### config.mk
export PLATFORM = sky130hd
export DESIGN_NAME = duty_select_ctrl
export DESIGN_NICKNAME = d
export VERILOG_FILES = /design/src/rtl/duty_ctrl_pkg.sv /design/src/rtl/sync_debounce.sv /design/src/rtl/duty_select_ctrl.sv
export SDC_FILE = /design/constraint.sdc
export NUM_CORES = 1
export LEC_CHECK = 0
export ABC_AREA = 1
export CAP_MARGIN = 20
export CORE_ASPECT_RATIO = 2
export CORE_MARGIN = 2
export CORE_UTILIZATION = 50
export DETAILED_ROUTE_END_ITERATION = 10
export HOLD_SLACK_MARGIN = 0.15
export PLACE_DENSITY = 0.79
export SLEW_MARGIN = 20
export SYNTH_ARGS = -nofsm -noshare
export SYNTH_HDL_FRONTEND = slang
export SYNTH_SLANG_ARGS = --single-unit
### constraint.sdc
create_clock -name clock -period 1.4 [get_ports clock]
set_clock_uncertainty 0.1 [all_clocks]
set_input_delay 0.28 -clock clock [delete_from_list [all_inputs] [get_ports clock]]
set_output_delay 0.28 -clock clock [all_outputs]
set_load 0.1 [all_outputs]
### src/rtl/duty_ctrl_pkg.sv
// Shared mode encodings, mode sequencing and default timing constants for the
// duty-generator control stage.
package duty_ctrl_pkg;

    localparam int unsigned DEFAULT_DEBOUNCE_CYCLES = 1000000;
    localparam int unsigned DEFAULT_PRESCALE_DIV    = 50000;

    typedef enum logic [1:0] {
        SEL_MODE0 = 2'b00,
        SEL_MODE1 = 2'b01,
        SEL_MODE2 = 2'b10
    } sel_mode_e;

    // Any unexpected code (11) falls back to mode 0 on the next press.
    function automatic sel_mode_e next_mode(input sel_mode_e mode);
        case (mode)
            SEL_MODE0: next_mode = SEL_MODE1;
            SEL_MODE1: next_mode = SEL_MODE2;
            default:   next_mode = SEL_MODE0;
        endcase
    endfunction

    function automatic int unsigned cnt_width(input int unsigned n);
        return (n > 1) ? $clog2(n) : 1;
    endfunction

endpackage

### src/rtl/sync_debounce.sv
// Two-flop synchronizer followed by a debounce filter; a new level is accepted
// only after it disagrees with the stable level for DEBOUNCE_CYCLES cycles.
module sync_debounce
    import duty_ctrl_pkg::*;
#(
    parameter int unsigned DEBOUNCE_CYCLES = DEFAULT_DEBOUNCE_CYCLES
) (
    input  logic clock,
    input  logic Reset,
    input  logic btn_raw,
    output logic btn_st
);

    localparam int unsigned   DW   = cnt_width(DEBOUNCE_CYCLES);
    localparam logic [DW-1:0] DMAX = DW'(DEBOUNCE_CYCLES - 1);

    logic          sync_q;
    logic          btn_s_q;
    logic          btn_st_q, btn_st_d;
    logic [DW-1:0] dcnt_q, dcnt_d;

    always_ff @(posedge clock or posedge Reset) begin
        if (Reset) begin
            sync_q   <= 1'b0;
            btn_s_q  <= 1'b0;
            btn_st_q <= 1'b0;
            dcnt_q   <= '0;
        end else begin
            sync_q   <= btn_raw;
            btn_s_q  <= sync_q;
            btn_st_q <= btn_st_d;
            dcnt_q   <= dcnt_d;
        end
    end

    // Any agreement with the stable level restarts the count from zero.
    always_comb begin
        btn_st_d = btn_st_q;
        dcnt_d   = '0;
        if (btn_s_q != btn_st_q) begin
            if (dcnt_q == DMAX) begin
                btn_st_d = btn_s_q;
            end else begin
                dcnt_d = dcnt_q + DW'(1);
            end
        end
    end

    assign btn_st = btn_st_q;

endmodule

### src/rtl/duty_select_ctrl.sv
// Control stage for the two-bit down-counter duty generator: debounced mode
// select stepping on each press, plus a prescaled one-cycle count-enable tick.
module duty_select_ctrl
    import duty_ctrl_pkg::*;
#(
    parameter int unsigned DEBOUNCE_CYCLES = DEFAULT_DEBOUNCE_CYCLES,
    parameter int unsigned PRESCALE_DIV    = DEFAULT_PRESCALE_DIV
) (
    input  logic       clock,
    input  logic       Reset,
    input  logic       btn_raw,
    input  logic       run_sw,
    output logic       En,
    output logic [1:0] select,
    output logic       btn_pulse
);

    localparam int unsigned   PW   = cnt_width(PRESCALE_DIV);
    localparam logic [PW-1:0] PMAX = PW'(PRESCALE_DIV - 1);

    logic          btn_st;
    logic          btn_st_d_q;
    logic          press;
    logic          run_sync_q, run_s_q;
    logic          pulse_q;
    logic          en_q, en_d;
    logic [PW-1:0] pcnt_q, pcnt_d;
    sel_mode_e     sel_q, sel_d;

    sync_debounce #(
        .DEBOUNCE_CYCLES(DEBOUNCE_CYCLES)
    ) u_btn_debounce (
        .clock  (clock),
        .Reset  (Reset),
        .btn_raw(btn_raw),
        .btn_st (btn_st)
    );

    assign press = btn_st & ~btn_st_d_q;

    always_ff @(posedge clock or posedge Reset) begin
        if (Reset) begin
            btn_st_d_q <= 1'b0;
            run_sync_q <= 1'b0;
            run_s_q    <= 1'b0;
            pulse_q    <= 1'b0;
            en_q       <= 1'b0;
            pcnt_q     <= '0;
            sel_q      <= SEL_MODE0;
        end else begin
            btn_st_d_q <= btn_st;
            run_sync_q <= run_sw;
            run_s_q    <= run_sync_q;
            pulse_q    <= press;
            en_q       <= en_d;
            pcnt_q     <= pcnt_d;
            sel_q      <= sel_d;
        end
    end

    always_comb begin
        sel_d = sel_q;
        if (press) begin
            sel_d = next_mode(sel_q);
        end
    end

    // A press restarts the period so the new mode begins on a full tick interval.
    always_comb begin
        pcnt_d = pcnt_q + PW'(1);
        en_d   = 1'b0;
        if (!run_s_q || press) begin
            pcnt_d = '0;
        end else if (pcnt_q == PMAX) begin
            pcnt_d = '0;
            en_d   = 1'b1;
        end
    end

    always_comb begin
        En        = en_q;
        select    = sel_q;
        btn_pulse = pulse_q;
    end

endmodule

==> results of run 1 <==
routing by layer:
metal	up-vias	track usage, %
met5	-	0
met4	0	13.6
met3	23	2.37
met2	50	40.2
met1	961	22.3
li1	984	-
layout make-up:
cell class                      count  area (um^2)  share of cell area (%)
Clock buffer                        5         68.8                    2.30
Inverter                           35          135                    4.52
Multi-Input combinational cell    205         1190                    39.8
Clock inverter                      3         43.8                    1.46
Sequential cell                    46         1160                    38.8
Timing Repair Buffer               32          325                    10.9
Tap cell                           55         68.8                    2.30
registers in the layout (all words and copies together) (netlist names):
signal                  flops
En                          1
btn_pulse                   1
btn_st_d_q                  1
pcnt_q                     16
run_s_q                     1
run_sync_q                  1
select                      2
u_btn_debounce.btn_s_q      1
u_btn_debounce.btn_st       1
u_btn_debounce.dcnt_q      20
u_btn_debounce.sync_q       1
worst max-delay path, delay by kind of cell (launching register included):
family          cells  cell delay, ns
compound gates      1            0.04
buf+inv             1            0.14
fa+ha+maj           1            0.17
simple gates        4            0.46
flops               1            0.41
per-stage QoR:
step	instance area [um^2]	setup TNS (ns)
after floorplan	2360	0
after global placement	2650	0
after detailed placement	2650	-0.767
after CTS	2820	0
after global routing	2990	-1.24
final	2990	-0.129
path summary, 6_finish.rpt:
| check | endpoint | slack, ns | depth (start not counted) |
|---|---|---|---|
| min in group asynchronous | run_sync_q$_DFF_PP0_ | 0.29 | 3 |
| worst min register to register | run_s_q$_DFF_PP0_ | 0.27 | 0 |
| worst max register to register | u_btn_debounce.btn_st$_DFFE_PP0P_ | -0.04 | 7 |
| max in group asynchronous | u_btn_debounce.dcnt_q[14]$_DFF_PP0_ | 0.68 | 3 |
| worst min-delay path | run_s_q$_DFF_PP0_ | 0.27 | 0 |
| worst max-delay path | u_btn_debounce.btn_st$_DFFE_PP0P_ | -0.04 | 7 |
cells in the final DEF (no fill, tap or decap), drive strengths merged:
cell type / synthesis / final
nand4: 8 / 8
nand3: 25 / 25
clkinv: 0 / 1
dfrtp: 46 / 46
o21a: 1 / 1
bufinv: 0 / 1
buf: 0 / 29
clkdlybuf4s50: 0 / 3
a211oi: 1 / 1
nor3: 7 / 7
nor2: 76 / 76
clkinvlp: 0 / 1
clkbuf: 0 / 5
nand3b: 1 / 1
a21oi: 6 / 6
nand2: 54 / 54
ha: 2 / 2
inv: 35 / 35
o21ai: 5 / 5
o21bai: 1 / 1
xnor2: 3 / 3
xor2: 15 / 15
repair_timing:
action,CTS,global route
setup endpoints to repair,21,31
pin swaps,4,12
resized for setup,9,33
setup buffers,2,9
cell families after synthesis:
kind of cell	share of synthesized area, %
AO/OA/AOI/OAI	3.62
AND/OR/NAND/NOR	34.1
buffers and inverters	5.59
flip-flops	49.0
XOR/XNOR	6.71
adder cells (fa/ha/maj)	1.06
power breakdown:
part	switching, W	internal [W]
clock	0.000458	0.000535
combinational	0.0000741	0.0000489
sequential	0.0000154	0.00135
==> impl_results.md, run 1 <==
* Outcome: finished with violations
* Failing checks: setup timing
* Root Buffer: clkbuf_8
* CP endpoint kind: register
* DRT met1 WL at between 1.5 and 2 mm
* Cell taking the most area after synthesis: dfrtp_1
* Maximum clock path buffer count at 2
* Synth top area cells: dfrtp_1 (49%), nor2_1 (11%), nand2_1 (7.7%), xor2_1 (5.6%), inv_1 (5.3%)
* Core Box Area at between 4000 and 5000 um^2
* Standard-cell rows at 35
* Die height at approximately 100 um
* Clk sinks at 46
* Arr. time, crit path at about 1.5 ns
* RSZ-0062 raised after global routing: true
* Primary FF master, synth: dfrtp_1
* Post-Synthesis Cells at roughly 290
* Filler cell count at 370
* Placer Congestion at between 0.8 and 0.9
* Final setup margin at -0.0440 ns
* Worst skew pair latency at roughly 0.3 ns
* Period utilization at 103%
* Synth cell count leaders: nor2_1 (67), nand2_1 (48), dfrtp_1 (46)
* Fin cells at 381
* Vias/cell at 5.30
* Die W at roughly 52 um
* CTS buffer count at 5
* Die ar. at roughly 5300 um^2
* CP max stage cell: dfrtp_1
* Metal3 WL at ~110 um
* Final Routed Wirelength at approximately 5.5 mm
* Hold Fails Final Rpt at 0
* Vias in the first global route at just over 2,000
* WHS at between 0.2 and 0.3 ns
* Clk slew on worst S/H paths at 0.09 ns
* Post-synthesis register bit count at 46
* Crit-path cells: ha_4 > nand3_4 > nor2_4 > buf_4 > nand3_4 > nor2_2 > a21oi_1
* Initial antenna violation count at 0
* Post-Place Worst Slack at -0.0565 ns
* PwrDens at 828 nW/um^2
* Post-synth net total at 292
* Layout area overhead at 27.3%
* Most numerous cell in the Yosys netlist: nor2_1
* Placed cell count at 362
* Post-layout min period at approximately 1.4 ns
* DRC viols at 0
* Design Power at 0.00248 W
* Req. time, crit path at about 1.5 ns
* Top cell type's share of synthesized area at 49.0%
* Worst Setup Start Kind: register
* Async S/R FF share, synth at 100%
* Peak VDD IR at 0.748 mV
* Total Nets Final at 331
* Routed wire length per instance at about 14 um
* H-Tree Depth at 2
* Register area share after synthesis at 49.0%
* Fin. max-slew vios at 0
* Critical path peak fanout at 5
* CTS tree: yes
* YS warnings at 0
* Largest net degree at the start of global routing at 47
* Synth Cell Area at around 2400 um^2
* Post-Syn Area per Cell at around 8 um^2
* Hold buffer count at CTS at 0
* Vias at roughly 2,000
* Leak at ~1.3 nW
* Count of different cell masters after synthesis at 27
* Starting Density at ~52%
* Grt total ovfl at 0
* Maxcap violations at 0
* Met2 routed WL at about 3.2 mm
* Crit path launch: u_btn_debounce.dcnt_q[0]$_DFF_PP0_
* Most frequent cell on the critical path: nand3_4
* Layout cells sized above 1 at around 29%
* Hold crit path type: reg2reg
* RR Startpoint: u_btn_debounce.dcnt_q[0]$_DFF_PP0_
* HPWL after DPL at roughly 3.8 mm
* Largest stage delay, worst path at around 0.4 ns
* WS Path Type: reg2reg
* Post-synth EDFFs at 0
* Fmax at approximately 0.7 GHz
* Slew at the pin closest to its max-slew limit at around 0.34 ns
* Fin util at roughly 66%
* Ports at 8
* Top sig layer: met4
* DRT Pass-1 Iters at 4
* Port Buffers at 7
* Wire length of the first global-routing pass at between 8 and 9 mm
* Setup violators final at 6
* # diodes at 0
* Initial DRC count at 29
* Post-route ant nets at 0
* Slew HR at 77.1%
* Total track usage at 21.9%
* Hold Path Origin: run_sync_q$_DFF_PP0_
Power figures use the tool's default switching activity.
==> inputs of run 2 (changes only) <==
--- a/config.mk
+++ b/config.mk
@@ -13,6 +13,7 @@
 export DETAILED_ROUTE_END_ITERATION = 10
 export HOLD_SLACK_MARGIN = 0.15
 export PLACE_DENSITY = 0.79
+export SKIP_LAST_GASP = 1
 export SLEW_MARGIN = 20
 export SYNTH_ARGS = -nofsm -noshare
 export SYNTH_HDL_FRONTEND = slang
==> constraint.sdc (replaced) <==
create_clock -name clock -period 1.2 [get_ports clock]
set_clock_uncertainty 0.1 [all_clocks]
set_input_delay 0.24 -clock clock [delete_from_list [all_inputs] [get_ports clock]]
set_output_delay 0.24 -clock clock [all_outputs]
set_load 0.1 [all_outputs]
==> impl_results.md, run 2 (synthesis results as in run 1) <==
* Outcome: finished with violations
* Failing checks: setup timing
* Wire length of the first global-routing pass at 10.2 mm (+18%)
* Layout area overhead at 42.5%
* TNS Setup at -6.52 ns (-6.39 ns)
* CTS tree: yes
* Peak VDD IR at 1.05 mV (+41%)
* Commonest cells after routing, fill and taps aside: buf_4 (55), nor2_1 (49), nand2_1 (42), dfrtp_1 (41), inv_1 (30)
* Slew HR at 78.4% (+1.3 points)
* Vias/cell at 5.30 (+0.10%)
* Clk sinks at 46 (unchanged)
* Filler cell count at 341 (-7.8%)
* Post-layout min period at 1.46 ns (+0.0155 ns)
* Total track usage at 26.3% (+4.4 points)
* DRC viols at 0 (unchanged)
* Worst Setup Start Kind: register
* Placer Congestion at 1.02 (+15%)
* DRT Pass-1 Iters at 4 (unchanged)
* Die W at 52.5 um (unchanged)
* Hold Fails Final Rpt at 0 (unchanged)
* Vias at 2,195 (+8.8%)
* Critical path peak fanout at 3 (-2)
* Starting Density at 51.6% (unchanged)
* Worst skew pair latency at 0.30 ns (about the same)
* Core Box Area at 4550 um^2 (unchanged)
* Final setup margin at -0.259 ns (-0.215 ns)
* RSZ-0062 raised after global routing: true
* Design Power at 0.00274 W (+11%)
* Initial antenna violation count at 0 (unchanged)
* Arr. time, crit path at 1.58 ns (+0.05 ns)
* Routed wire length per instance at 15.7 um (+9.0%)
* Layout cells sized above 1 at 39.0% (+9.9 points)
* Fin. max-slew vios at 0 (unchanged)
* PwrDens at 818 nW/um^2 (-1.2%)
* Final Routed Wirelength at 6.48 mm (+18%)
* Fin util at 73.5% (+7.8 points)
* WS Path Type: reg2reg
* Grt total ovfl at 0 (unchanged)
* Maximum clock path buffer count at 2 (unchanged)
* Post-route ant nets at 0 (unchanged)
* Period utilization at 122% (+18 points)
* Root Buffer: clkbuf_8
* Die ar. at 5300 um^2 (unchanged)
* Leak at 1.56 nW (+18%)
* Vias in the first global route at 2,390 (+16%)
* Total Nets Final at 364 (+10%)
* Req. time, crit path at 1.32 ns (-0.17 ns)
* Max reg flops at 20 (unchanged)
* Placed cell count at 395 (+9.1%)
* Most common cell after layout, fill and taps aside: buf_4
* Ports at 8 (unchanged)
* Setup violators final at 41 (+35)
* CTS buffer count at 5 (unchanged)
* Hold buffer count at CTS at 0 (unchanged)
* Standard-cell rows at 35 (unchanged)
* Fmax at 0.685 GHz (-1.1%)
* H-Tree Depth at 2 (unchanged)
* Port Buffers at 7 (unchanged)
* Hold crit path type: in2async
* Largest net degree at the start of global routing at 40 (-15%)
* HPWL after DPL at 4.41 mm (+15%)
* Post-Place Worst Slack at -0.263 ns (-0.207 ns)
* # diodes at 0 (unchanged)
* Maxcap violations at 0 (unchanged)
* Slew at the pin closest to its max-slew limit at 0.321 ns (-0.0200 ns)
* Die height at 101 um (unchanged)
* Top reg by flops: u_btn_debounce.dcnt_q
* Clk slew on worst S/H paths at 0.10 ns (about the same)
* CP endpoint kind: register
* Initial DRC count at 38 (+31%)
* Fin cells at 414 (+8.7%)
run 2: cell types whose count changed in the layout (fill, tap and decap cells not counted), moves of 5 or more:
| cell | previous run | this run |
|---|---|---|
| nor2_1 | 59 | 49 |
| xor2_2 | 0 | 5 |
| buf_4 | 20 | 55 |
| nand3_1 | 15 | 20 |
| nor2_2 | 11 | 17 |
| xor2_1 | 15 | 10 |
run 2: path summary, 6_finish.rpt:
kind / start / to / slack (ns) / cells past startpoint
worst max-delay path: u_btn_debounce.dcnt_q[0]$_DFF_PP0_ / u_btn_debounce.dcnt_q[16]$_DFF_PP0_ / -0.26 / 7
worst min-delay path: Reset / btn_pulse$_DFF_PP0_ / 0.19 / 3
worst max register to register: u_btn_debounce.dcnt_q[0]$_DFF_PP0_ / u_btn_debounce.dcnt_q[16]$_DFF_PP0_ / -0.26 / 7
worst min register to register: run_sync_q$_DFF_PP0_ / run_s_q$_DFF_PP0_ / 0.27 / 0
max in group asynchronous: Reset / pcnt_q[6]$_DFF_PP0_ / 0.55 / 3
min in group clock: run_sw / run_sync_q$_DFF_PP0_ / 0.26 / 1
run 2: worst max-delay path: stages (launching register included):
cell	delay (ns)
dfrtp_1	0.42
ha_4	0.17
nand3_4	0.10
inv_2	0.12
nand2_4	0.08
o21ai_1	0.15
nand3_1	0.09
nor2_1	0.14
run 2: layer usage:
| layer | global-route usage [%] | routed length [um] |
|---|---|---|
| met1 | 23.9 | 2000 |
| met3 | 3.41 | 166 |
| met5 | 0 | 0 |
| met2 | 48.3 | 3800 |
| met4 | 21.5 | 514 |
run 2: metrics by stage:
stage                     hold slack (ns)  instance area (um^2)
after floorplan                     0.157                  2390
after global placement              0.232                  2940
after detailed placement            0.238                  2940
after CTS                           0.201                  3160
after global routing                0.200                  3350
final                               0.191                  3350
run 2: what timing repair did:
| item | in CTS | in global routing |
|---|---|---|
| buffers inserted | 6 | 5 |
| resized for setup | 22 | 34 |
| setup endpoints to repair | 41 | 44 |
| pin swaps | 5 | 13 |
run 2: area by class of cell:
type,count,area (um^2),share of cell area [%]
Multi-Input combinational cell,205,1320,39.5
Sequential cell,46,1160,34.6
Timing Repair Buffer,65,566,16.9
Inverter,35,143,4.26
Clock buffer,5,68.8,2.05
Tap cell,55,68.8,2.05
Clock inverter,3,23.8,0.710
run 2: power by group:
group	internal (W)	switching, W	total (W)
combinational	0.0000740	0.000100	0.000174
clock	0.000417	0.000558	0.000975
sequential	0.00157	0.0000201	0.00159
==> inputs of run 3 (changes only) <==
--- a/config.mk
+++ b/config.mk
@@ -13,7 +13,6 @@
 export DETAILED_ROUTE_END_ITERATION = 10
 export HOLD_SLACK_MARGIN = 0.15
 export PLACE_DENSITY = 0.79
-export SKIP_LAST_GASP = 1
 export SLEW_MARGIN = 20
 export SYNTH_ARGS = -nofsm -noshare
 export SYNTH_HDL_FRONTEND = slang
==> results of run 3 <==
No change in the layout: final DEF, timing and power equal those of run 2.
